===== src/rtl/calc_pkg.sv =====
// rtl/calc_pkg.sv - shared status codes, key codes, sequencer states and helpers
// Contents:
//   ST_ERR/ST_BUSY/ST_READY : calc_status encodings (2'b11 is reserved and behaves as BUSY)
//   K_*                     : keypad codes with a fixed meaning
//   seq_state_t             : sequencer FSM states
//   sat_add                 : 8-bit saturating add used by the event counters
package calc_pkg;

    localparam logic [1:0] ST_ERR   = 2'b00;
    localparam logic [1:0] ST_BUSY  = 2'b01;
    localparam logic [1:0] ST_READY = 2'b10;

    localparam logic [3:0] K_ADD = 4'hA;
    localparam logic [3:0] K_SUB = 4'hB;
    localparam logic [3:0] K_MUL = 4'hC;
    localparam logic [3:0] K_NOP = 4'hD;
    localparam logic [3:0] K_EQ  = 4'hE;
    localparam logic [3:0] K_BSP = 4'hF;

    typedef enum logic [2:0] {
        IDLE,
        ISSUE,
        WAIT_BUSY,
        WAIT_READY,
        RECOVER
    } seq_state_t;

    function automatic logic [7:0] sat_add(input logic [7:0] a, input logic [7:0] b);
        logic [8:0] sum;
        sum = {1'b0, a} + {1'b0, b};
        return sum[8] ? 8'hFF : sum[7:0];
    endfunction

endpackage


===== src/rtl/cmd_fifo.sv =====
// rtl/cmd_fifo.sv - small synchronous FIFO with flush and fill-level output
// Ports:
//   clock, reset      : clock, asynchronous active-high reset
//   push, push_data   : write request and data (ignored when full unless popping)
//   pop               : read request (ignored when empty); pop_data is the head entry
//   flush             : empties the FIFO; wins over push and pop in the same cycle
//   full, empty, level: occupancy flags and entry count
module cmd_fifo #(
    parameter int WIDTH = 4,
    parameter int DEPTH = 4
) (
    input  logic                       clock,
    input  logic                       reset,
    input  logic                       push,
    input  logic [WIDTH-1:0]           push_data,
    input  logic                       pop,
    input  logic                       flush,
    output logic [WIDTH-1:0]           pop_data,
    output logic                       full,
    output logic                       empty,
    output logic [$clog2(DEPTH):0]     level
);

    localparam int AW = $clog2(DEPTH);

    logic [WIDTH-1:0] mem [DEPTH];
    logic [AW-1:0]    wr_ptr;
    logic [AW-1:0]    rd_ptr;
    logic [AW:0]      count;
    logic             do_push;
    logic             do_pop;

    // A full FIFO can still take a write when the head leaves in the same cycle.
    assign do_push = push && (!full || pop);
    assign do_pop  = pop && !empty;

    always_ff @(posedge clock or posedge reset) begin
        if (reset) begin
            wr_ptr <= '0;
            rd_ptr <= '0;
            count  <= '0;
        end else if (flush) begin
            wr_ptr <= '0;
            rd_ptr <= '0;
            count  <= '0;
        end else begin
            if (do_push) wr_ptr <= wr_ptr + 1'b1;
            if (do_pop)  rd_ptr <= rd_ptr + 1'b1;
            count <= count + (AW+1)'(do_push) - (AW+1)'(do_pop);
        end
    end

    always_ff @(posedge clock) begin
        if (do_push && !flush) mem[wr_ptr] <= push_data;
    end

    assign pop_data = mem[rd_ptr];
    assign full     = (count == (AW+1)'(DEPTH));
    assign empty    = (count == '0);
    assign level    = count;

endmodule


===== src/rtl/calc_cmd_sequencer.sv =====
// rtl/calc_cmd_sequencer.sv - keystroke buffer and command handshake sequencer for the calculator datapath
// Ports:
//   clock, reset            : clock, asynchronous active-high reset
//   key_valid/key_code/key_ready : keystroke input handshake
//   calc_status             : datapath status (00 ERROR, 01 BUSY, 10 READY, 11 as BUSY)
//   calc_cmd                : command to datapath, NOP_CMD when idle
//   calc_rst                : datapath reset pulse, high while recovering
//   seq_busy                : work pending (FIFO non-empty or FSM active)
//   err_count, drop_count   : saturating recovery and flushed-keystroke counters
module calc_cmd_sequencer
    import calc_pkg::*;
#(
    parameter int         FIFO_DEPTH = 4,
    parameter int         HOLD_CYC   = 2,
    parameter int         TIMEOUT    = 1024,
    parameter int         RST_CYC    = 4,
    parameter logic [3:0] NOP_CMD    = 4'hD
) (
    input  logic       clock,
    input  logic       reset,
    input  logic       key_valid,
    input  logic [3:0] key_code,
    output logic       key_ready,
    input  logic [1:0] calc_status,
    output logic [3:0] calc_cmd,
    output logic       calc_rst,
    output logic       seq_busy,
    output logic [7:0] err_count,
    output logic [7:0] drop_count
);

    localparam int TW = $clog2(TIMEOUT);
    localparam int LW = $clog2(FIFO_DEPTH) + 1;

    seq_state_t    state;
    seq_state_t    nxt_state;
    logic [3:0]    cur_cmd;
    logic [TW-1:0] state_cyc;
    logic          enter_recover;
    logic          handshake;
    logic          push;
    logic          pop;
    logic [3:0]    head;
    logic          full;
    logic          empty;
    logic [LW-1:0] level;

    // Codes that would look like "no command" on the datapath bus are dropped at the door.
    assign push = key_valid && key_ready && (key_code != K_NOP) && (key_code != NOP_CMD);
    assign pop  = (state == IDLE) && !empty && (calc_status == ST_READY);

    cmd_fifo #(
        .WIDTH (4),
        .DEPTH (FIFO_DEPTH)
    ) u_fifo (
        .clock     (clock),
        .reset     (reset),
        .push      (push),
        .push_data (key_code),
        .pop       (pop),
        .flush     (enter_recover),
        .pop_data  (head),
        .full      (full),
        .empty     (empty),
        .level     (level)
    );

    assign handshake = (state == ISSUE) || (state == WAIT_BUSY) || (state == WAIT_READY);

    // state_cyc counts cycles spent in the current state; it serves as hold timer,
    // handshake watchdog and reset-pulse timer depending on the state.
    always_comb begin
        nxt_state     = state;
        enter_recover = 1'b0;
        case (state)
            IDLE:       if (pop) nxt_state = ISSUE;
            ISSUE:      if (state_cyc == TW'(HOLD_CYC - 1)) nxt_state = WAIT_BUSY;
            WAIT_BUSY:  if (calc_status == ST_BUSY || calc_status == 2'b11) nxt_state = WAIT_READY;
            WAIT_READY: if (calc_status == ST_READY) nxt_state = IDLE;
            RECOVER:    if (state_cyc == TW'(RST_CYC - 1)) nxt_state = IDLE;
            default:    nxt_state = RECOVER;
        endcase
        // Error and watchdog expiry override any normal handshake progress.
        if (handshake && (calc_status == ST_ERR || state_cyc == TW'(TIMEOUT - 1))) begin
            nxt_state     = RECOVER;
            enter_recover = 1'b1;
        end
    end

    always_ff @(posedge clock or posedge reset) begin
        if (reset) begin
            state      <= RECOVER;
            state_cyc  <= '0;
            cur_cmd    <= NOP_CMD;
            err_count  <= 8'h00;
            drop_count <= 8'h00;
        end else begin
            state <= nxt_state;
            if (nxt_state != state || state == IDLE) state_cyc <= '0;
            else                                     state_cyc <= state_cyc + 1'b1;
            if (pop) cur_cmd <= head;
            if (enter_recover) begin
                err_count  <= sat_add(err_count, 8'h01);
                // A key accepted on the entry edge is flushed with the rest.
                drop_count <= sat_add(drop_count, 8'(level) + 8'(push));
            end
        end
    end

    assign key_ready = !full && (state != RECOVER);
    assign calc_cmd  = (state == ISSUE || state == WAIT_BUSY) ? cur_cmd : NOP_CMD;
    assign calc_rst  = (state == RECOVER);
    assign seq_busy  = !empty || (state != IDLE);

endmodule


===== config.mk =====
export PLATFORM = sky130hd
export DESIGN_NAME = calc_cmd_sequencer
export DESIGN_NICKNAME = d
export VERILOG_FILES = /design/src/rtl/calc_pkg.sv /design/src/rtl/cmd_fifo.sv /design/src/rtl/calc_cmd_sequencer.sv
export SDC_FILE = /design/constraint.sdc
export NUM_CORES = 1
export LEC_CHECK = 0
export ABC_AREA = 1
export CAP_MARGIN = 20
export CELL_PAD_IN_SITES_DETAIL_PLACEMENT = 2
export CELL_PAD_IN_SITES_GLOBAL_PLACEMENT = 2
export CORE_ASPECT_RATIO = 0.9
export CORE_MARGIN = 4
export CORE_UTILIZATION = 35
export CTS_CLUSTER_SIZE = 12
export DETAILED_ROUTE_END_ITERATION = 10
export PLACE_DENSITY_LB_ADDON = 0.1
export SYNTH_ARGS = -nofsm -noshare
export SYNTH_HDL_FRONTEND = slang
export SYNTH_SLANG_ARGS = --single-unit

===== constraint.sdc =====
create_clock -name clock -period 2.8 [get_ports clock]
set_input_delay 0.84 -clock clock [delete_from_list [all_inputs] [get_ports clock]]
set_output_delay 0.84 -clock clock [all_outputs]
set_load 0.03 [all_outputs]

==> flow_metrics.env, run 1 <==
export IMPL_switchingPower_mw=1.54
export IMPL_gp_congestion=0.754
export IMPL_path_class="input port to register"
export IMPL_drt_first_pass_iters=4
export IMPL_seqPwrFrac_pct=37.9
export IMPL_clock_sinks=56
export IMPL_min_period_ps=2630
export IMPL_tightest_slew_ps=543
export IMPL_cp_start_kind="input port"
export IMPL_antenna_found_initial=0
export IMPL_synth_warning_count=0
export IMPL_fin_nets=413
export IMPL_switching_share_pct=45.1
export IMPL_synth_top_area_cell="dfrtp_1"
export IMPL_hold_viol=0
export IMPL_port_buffers=31
export IMPL_clk_pin_slew_ps=110
export IMPL_end_kind="register"
export IMPL_cts_tree="yes"
export IMPL_slew_headroom_pct=63.8
export IMPL_hold_path_class="register to register"
export IMPL_die_h_um=96.2
export IMPL_worst_r2r_endpoint="drop_count[4]"
export IMPL_avgRoutedWirePerCell_um=15.1
export IMPL_grt_pass1_vias=2661
export IMPL_internal_power_mw=1.88
export IMPL_area_growth_syn_to_layout_pct=22.5
export IMPL_cts_buffers=5
export IMPL_power_total_mw=3.42
export IMPL_p_clk_share_pct=13.7
export IMPL_synthesis_area_sq_um=3030
export IMPL_core_area_sq_um=8220
export IMPL_vdd_drop_max_uv=534
export IMPL_avgSynthCellArea_sq_um=8.88
export IMPL_die_w_um=106
export IMPL_crit_path_start="key_valid"
export IMPL_clock_fmax_mhz=380
export IMPL_tns_ps=0
export IMPL_yosysUniqueCellTypes=35
export IMPL_die_area_sq_um=10200
export IMPL_io_pins=32
export IMPL_drt_iter0_markers=28
export IMPL_n_antenna_cell=0
export IMPL_rsz0062_at_grt="false"
export IMPL_regToRegStartpoint="state[1]"
export IMPL_layout_drive_gt1_share_pct=16.6
export IMPL_vias=2391
export IMPL_grt_remaining_overflow=0
export IMPL_drv_slew=0
export IMPL_cts_root_buf="clkbuf_8"
export IMPL_grt_max_degree=41
export IMPL_fin_crit_sh_pct=94.0
export IMPL_fin_util_pct=45.1
export IMPL_viasPerCell=4.73
export IMPL_synth_cells=341
export IMPL_synth_edf_count=16
export IMPL_ys_async_sr_fraction_pct=71.4
export IMPL_ys_seq_area_share_pct=49.1
export IMPL_drc=0
export IMPL_finalSetupViolCount=0
export IMPL_cts_max_path_buffers=2
export IMPL_clk_latency_ps=310
export IMPL_synth_seq_cells=56
export IMPL_r2r_setup_slack_ps=270
export IMPL_rows=31
export IMPL_p_leak_nw=1.70
export IMPL_synth_nets=364
export IMPL_status="finished, final reports clean"
export IMPL_initial_utilization_pct=36.8
export IMPL_clock_skew_ps=12.9
export IMPL_powerDensity_nw_per_um2=923
export IMPL_whs_ps=513
export IMPL_crit_end="drop_count[4]"
export IMPL_grt_use_total_pct=16.1
export IMPL_required_ps=3000
export IMPL_drt_wl_total_um=7640
export IMPL_power_frac_comb_pct=48.4
export IMPL_grt_pass1_wl_um=13100
export IMPL_htree_levels=2
export IMPL_yosys_top_cells_area="dfrtp_1 (30%), edfxtp_1 (16%), nand2_1 (8.3%), inv_1 (6.1%), nor2_1 (5.3%)"
export IMPL_ant_nets=0
export IMPL_yosysTopAreaCellShare_pct=29.8
export IMPL_dp_hpwl_um=5770
export IMPL_ys_flop_type="dfrtp_1"
export IMPL_worstPathMaxFanout=2
export IMPL_maxCapViolCount=0
export IMPL_hold_depth=2
export IMPL_r2r_cells=17
export IMPL_arrival_ps=2840
## metrics by stage
step	cell area, sq um	instances	setup slack, ps
after CTS	3670	505	-26.7
final	3710	506	167
after floorplan	3030	341	295
after global routing	3710	506	39.8
after detailed placement	3570	497	-455
after global placement	3570	497	-311
## layout by cell type (no fill, tap or decap), types with 3 or more instances in the layout
master,Yosys,final
clkdlybuf4s50_1,0,20
nand4_1,3,3
dfstp_2,4,4
o32ai_1,4,4
nand2_2,2,5
clkbuf_8,0,5
nor3_2,12,12
a21oi_1,4,3
nor2_1,43,42
inv_1,49,47
dlygate4sd2_1,0,4
nand3_1,24,23
xnor2_1,7,7
o21ai_0,20,20
dfrtp_1,36,36
buf_4,0,17
nand3_2,2,3
edfxtp_1,16,16
nor3_1,3,3
dlymetal6s2s_1,0,7
inv_2,3,5
xor2_1,6,6
a31oi_1,3,3
ha_1,11,11
nand2_1,67,64
nor2_2,2,3
## worst max-delay path, stage by stage
cell	delay (ps)
clkdlybuf4s50_1	470
nand3_2	90
inv_2	90
fa_2	210
inv_1	60
fa_2	330
inv_2	70
nand2_2	60
nand2_2	80
nand2_1	60
nor2_2	170
buf_4	140
xnor2_1	110
nand2_1	60
## synth_stat cells, types with 3 or more instances
master    count
a21oi_1       4
a31oi_1       3
dfrtp_1      36
dfstp_2       4
edfxtp_1     16
fa_1          3
ha_1         11
inv_1        49
inv_2         3
nand2_1      67
nand3_1      24
nand4_1       3
nor2_1       43
nor3_1        3
nor3_2       12
o21ai_0      20
o32ai_1       4
xnor2_1       7
xor2_1        6
## worst min-delay path by stage
| stage | end | slack [ps] | from |
|---|---|---|---|
| after floorplan | cur_cmd[0] | 470 | cur_cmd[0] |
| after global placement | cur_cmd[2] | 490 | cur_cmd[2] |
| after detailed placement | cur_cmd[2] | 500 | cur_cmd[2] |
| after CTS | cur_cmd[2] | 520 | cur_cmd[2] |
| after global routing | state_cyc[0] | 550 | state_cyc[0] |
| final | cur_cmd[2] | 510 | cur_cmd[2] |
## sequential cells by signal (all words and copies together) (netlist names)
register       cells
u_fifo.mem        16
state_cyc         10
state              3
u_fifo.wr_ptr      2
u_fifo.rd_ptr      2
err_count          8
drop_count         8
u_fifo.level       3
cur_cmd            4
## power groups by stage
stage	clock network (mW)	logic, mW	registers (mW)
floorplan	0	1.01	1.34
global placement	0	1.59	1.31
detailed placement	0	1.66	1.32
CTS	0.488	1.68	1.30
global route	0.523	1.87	1.34
finish	0.469	1.65	1.30
## routing by layer
| metal | wire length, um | GRT usage [%] |
|---|---|---|
| met5 | 0 | 0 |
| met3 | 139 | 2.35 |
| met2 | 3850 | 28.7 |
| met1 | 3610 | 21.1 |
| met4 | 40 | 3.24 |
## kinds of logic after synthesis
kind of cell               Yosys count  synth area share [%]
AOI/OAI and AO/OA                   34                  6.33
DFF                                 56                  49.1
and+or+nand+nor                    166                  26.7
xor gates and xnor gates            13                  3.76
adders and majority gates           14                  6.53
buffers and inverters               58                  7.52
## cell type report
cell class | instances | area [sq um]
clock inverters | 3 | 26.3
fillers | 956 | 4520
multi-input cells | 227 | 1340
flip-flops and latches | 56 | 1490
repair buffers | 48 | 450
inverters | 52 | 195
well taps | 115 | 144
clock buffers | 5 | 68.8
## timing repair
item	CTS	global route
buffers inserted	0	1
setup endpoints to repair	10	11
gates resized for setup	8	13
hold buffers	0	0
hold endpoints to repair	0	0
pin swaps	2	7
Note: power is estimated with default switching activity, not from simulation.
==> inputs of run 2 (changes only) <==
--- a/config.mk
+++ b/config.mk
@@ -15,6 +15,7 @@
 export CTS_CLUSTER_SIZE = 12
 export DETAILED_ROUTE_END_ITERATION = 10
 export PLACE_DENSITY_LB_ADDON = 0.1
+export SETUP_SLACK_MARGIN = 0.3
 export SYNTH_ARGS = -nofsm -noshare
 export SYNTH_HDL_FRONTEND = slang
 export SYNTH_SLANG_ARGS = --single-unit
==> run 2 against run 1 <==
Clock-buffer cell count unchanged. Sequential power about the same. Largest power group unchanged. Clock power down 2%. Fmax up 7.5%. Critical path type is now register to output pin. Flip-flop and latch count unchanged. Total power up 5.4%. Worst hold slack worse by 7.3 ps. Register-to-register slack better by 150 ps. Largest cell class unchanged.
==> flow_metrics.env, run 2 (same netlist as run 1, synthesis figures left out) <==
export IMPL_die_h_um=96.2
export IMPL_drt_wl_total_um=8380
export IMPL_power_total_mw=3.60
export IMPL_worstPathMaxFanout=4
export IMPL_clk_latency_ps=320
export IMPL_maxCapViolCount=0
export IMPL_cp_start_kind="register"
export IMPL_routed_top_layer="met4"
export IMPL_whs_ps=506
export IMPL_viasPerCell=4.82
export IMPL_powerDensity_nw_per_um2=945
export IMPL_fin_util_pct=46.4
export IMPL_tightest_slew_ps=543
export IMPL_ant_nets=0
export IMPL_grt_remaining_overflow=0
export IMPL_met3WireLength_um=164
export IMPL_port_buffers=31
export IMPL_wl_met1_um=3840
export IMPL_rows=31
export IMPL_required_ps=1960
export IMPL_internal_power_mw=1.98
export IMPL_crit_path_start="state[1]"
export IMPL_largest_reg_flops=16
export IMPL_gp_congestion=0.751
export IMPL_hold_path_class="register to register"
export IMPL_fin_ws_ps=352
export IMPL_min_period_ps=2450
export IMPL_die_area_sq_um=10200
export IMPL_fin_crit_sh_pct=87.4
export IMPL_fill_cells=939
export IMPL_antenna_found_initial=0
export IMPL_n_antenna_cell=0
export IMPL_vdd_drop_max_uv=537
export IMPL_grt_pass1_vias=2899
export IMPL_largest_register="u_fifo.mem"
export IMPL_path_class="register to output pin"
export IMPL_slew_headroom_pct=63.8
export IMPL_clk_pin_slew_ps=100
export IMPL_grt_pass1_wl_um=14100
export IMPL_avgRoutedWirePerCell_um=16.1
export IMPL_switching_share_pct=45.1
export IMPL_seqPwrFrac_pct=36.2
export IMPL_regToRegStartpoint="u_fifo.level[1]"
export IMPL_hold_buffers=0
export IMPL_grt_use_total_pct=17.4
export IMPL_reg_largest_list="u_fifo.mem (16), state_cyc (10)"
export IMPL_clock_sinks=56
export IMPL_p_leak_nw=1.72
export IMPL_dp_hpwl_um=5950
export IMPL_dpl_worst_slack_ps=-337
export IMPL_cts_root_buf="clkbuf_8"
export IMPL_die_w_um=106
export IMPL_hold_viol=0
export IMPL_core_area_sq_um=8220
export IMPL_drc=0
export IMPL_finalNonFillerCells=521
export IMPL_p_clk_share_pct=12.7
export IMPL_multi_input_area_sq_um=1390
export IMPL_final_common_cell="nand2_1"
export IMPL_cts_buffers=5
export IMPL_power_frac_comb_pct=51.0
export IMPL_vias=2509
export IMPL_finalSetupViolCount=0
export IMPL_io_pins=32
export IMPL_hp_start="cur_cmd[0]"
export IMPL_grt_max_degree=41
export IMPL_wl_met2_um=4310
export IMPL_end_kind="output pin"
export IMPL_cts_tree="yes"
export IMPL_drt_iter0_markers=41
export IMPL_switchingPower_mw=1.62
export IMPL_htree_levels=2
export IMPL_drt_first_pass_iters=4
export IMPL_dp_cells=500
export IMPL_status="finished, final reports clean"
export IMPL_layout_drive_gt1_share_pct=25.6
export IMPL_ff_latch_area_sq_um=1490
export IMPL_rsz0062_at_grt="true"
export IMPL_clock_skew_ps=6.90
export IMPL_arrival_ps=1610
export IMPL_initial_utilization_pct=36.8
export IMPL_cts_max_path_buffers=2
export IMPL_fin_nets=428
export IMPL_clock_fmax_mhz=409
export IMPL_drv_slew=0
export IMPL_area_growth_syn_to_layout_pct=26.0
export IMPL_layout_common_cells="nand2_1 (59), inv_1 (44), nor2_1 (42)"
-- run 2: changes by cell type in the layout (fill, tap and decap cells not counted), moves of 3 or more --
| cell | before | now |
|---|---|---|
| clkdlybuf4s50_1 | 20 | 17 |
| buf_2 | 0 | 4 |
| inv_2 | 5 | 8 |
| buf_4 | 17 | 32 |
| nand2_2 | 5 | 10 |
| inv_1 | 47 | 44 |
| clkbuf_2 | 0 | 4 |
| nand2_1 | 64 | 59 |
| dlymetal6s2s_1 | 7 | 0 |
-- run 2: final timing paths --
kind	to	slack (ps)	cells past startpoint
hold reg to reg	cur_cmd[0]	510	2
setup reg to reg	drop_count[2]	420	16
min in group asynchronous	drop_count[5]	960	3
setup / recovery	calc_cmd[3]	350	6
max in group asynchronous	state[1]	1440	3
hold / removal	cur_cmd[0]	510	2
-- run 2: metal layers --
| metal | track usage [%] | vias up |
|---|---|---|
| met2 | 31.9 | 27 |
| met1 | 21.9 | 1259 |
| li1 | - | 1217 |
| met3 | 2.75 | 6 |
| met5 | 0 | - |
| met4 | 3.88 | 0 |
-- run 2: stage by stage --
step,TNS [ps],cell area [sq um]
final,0,3810
after global routing,0,3810
after CTS,0,3740
after detailed placement,-2290,3590
after global placement,-1660,3590
after floorplan,0,3030
-- run 2: timing repair --
| action | in CTS | in global routing |
|---|---|---|
| hold endpoints to repair | 0 | 0 |
| gates cloned | 0 | 0 |
| buffers inserted | 5 | 8 |
| pin swaps | 9 | 12 |
| gates resized for setup | 36 | 38 |
| endpoints found under the setup margin | 17 | 14 |
-- run 2: area by class of cell --
type / instances / area share (%)
clock buffers: 5 / 1.81
multi-input cells: 227 / 36.5
inverters: 52 / 5.12
clock inverters: 3 / 0.459
repair buffers: 63 / 13.3
flip-flops and latches: 56 / 39.1
well taps: 115 / 3.77
-- run 2: power groups by stage --
stage | combinational (mW) | sequential, mW | clock [mW]
2_1_floorplan | 1.01 | 1.34 | 0
3_3_place_gp | 1.60 | 1.30 | 0
3_5_place_dp | 1.66 | 1.32 | 0
4_1_cts | 1.73 | 1.31 | 0.485
5_1_grt | 2.07 | 1.35 | 0.507
6_report | 1.84 | 1.31 | 0.459
-- run 2: worst max-delay path, cell delays in order, from the launching register on --
cell and delay, ps:
dfrtp_2 460, buf_4 170, nor3_4 210, inv_1 120
nand2_2 100, nand2_1 60, buf_2 180
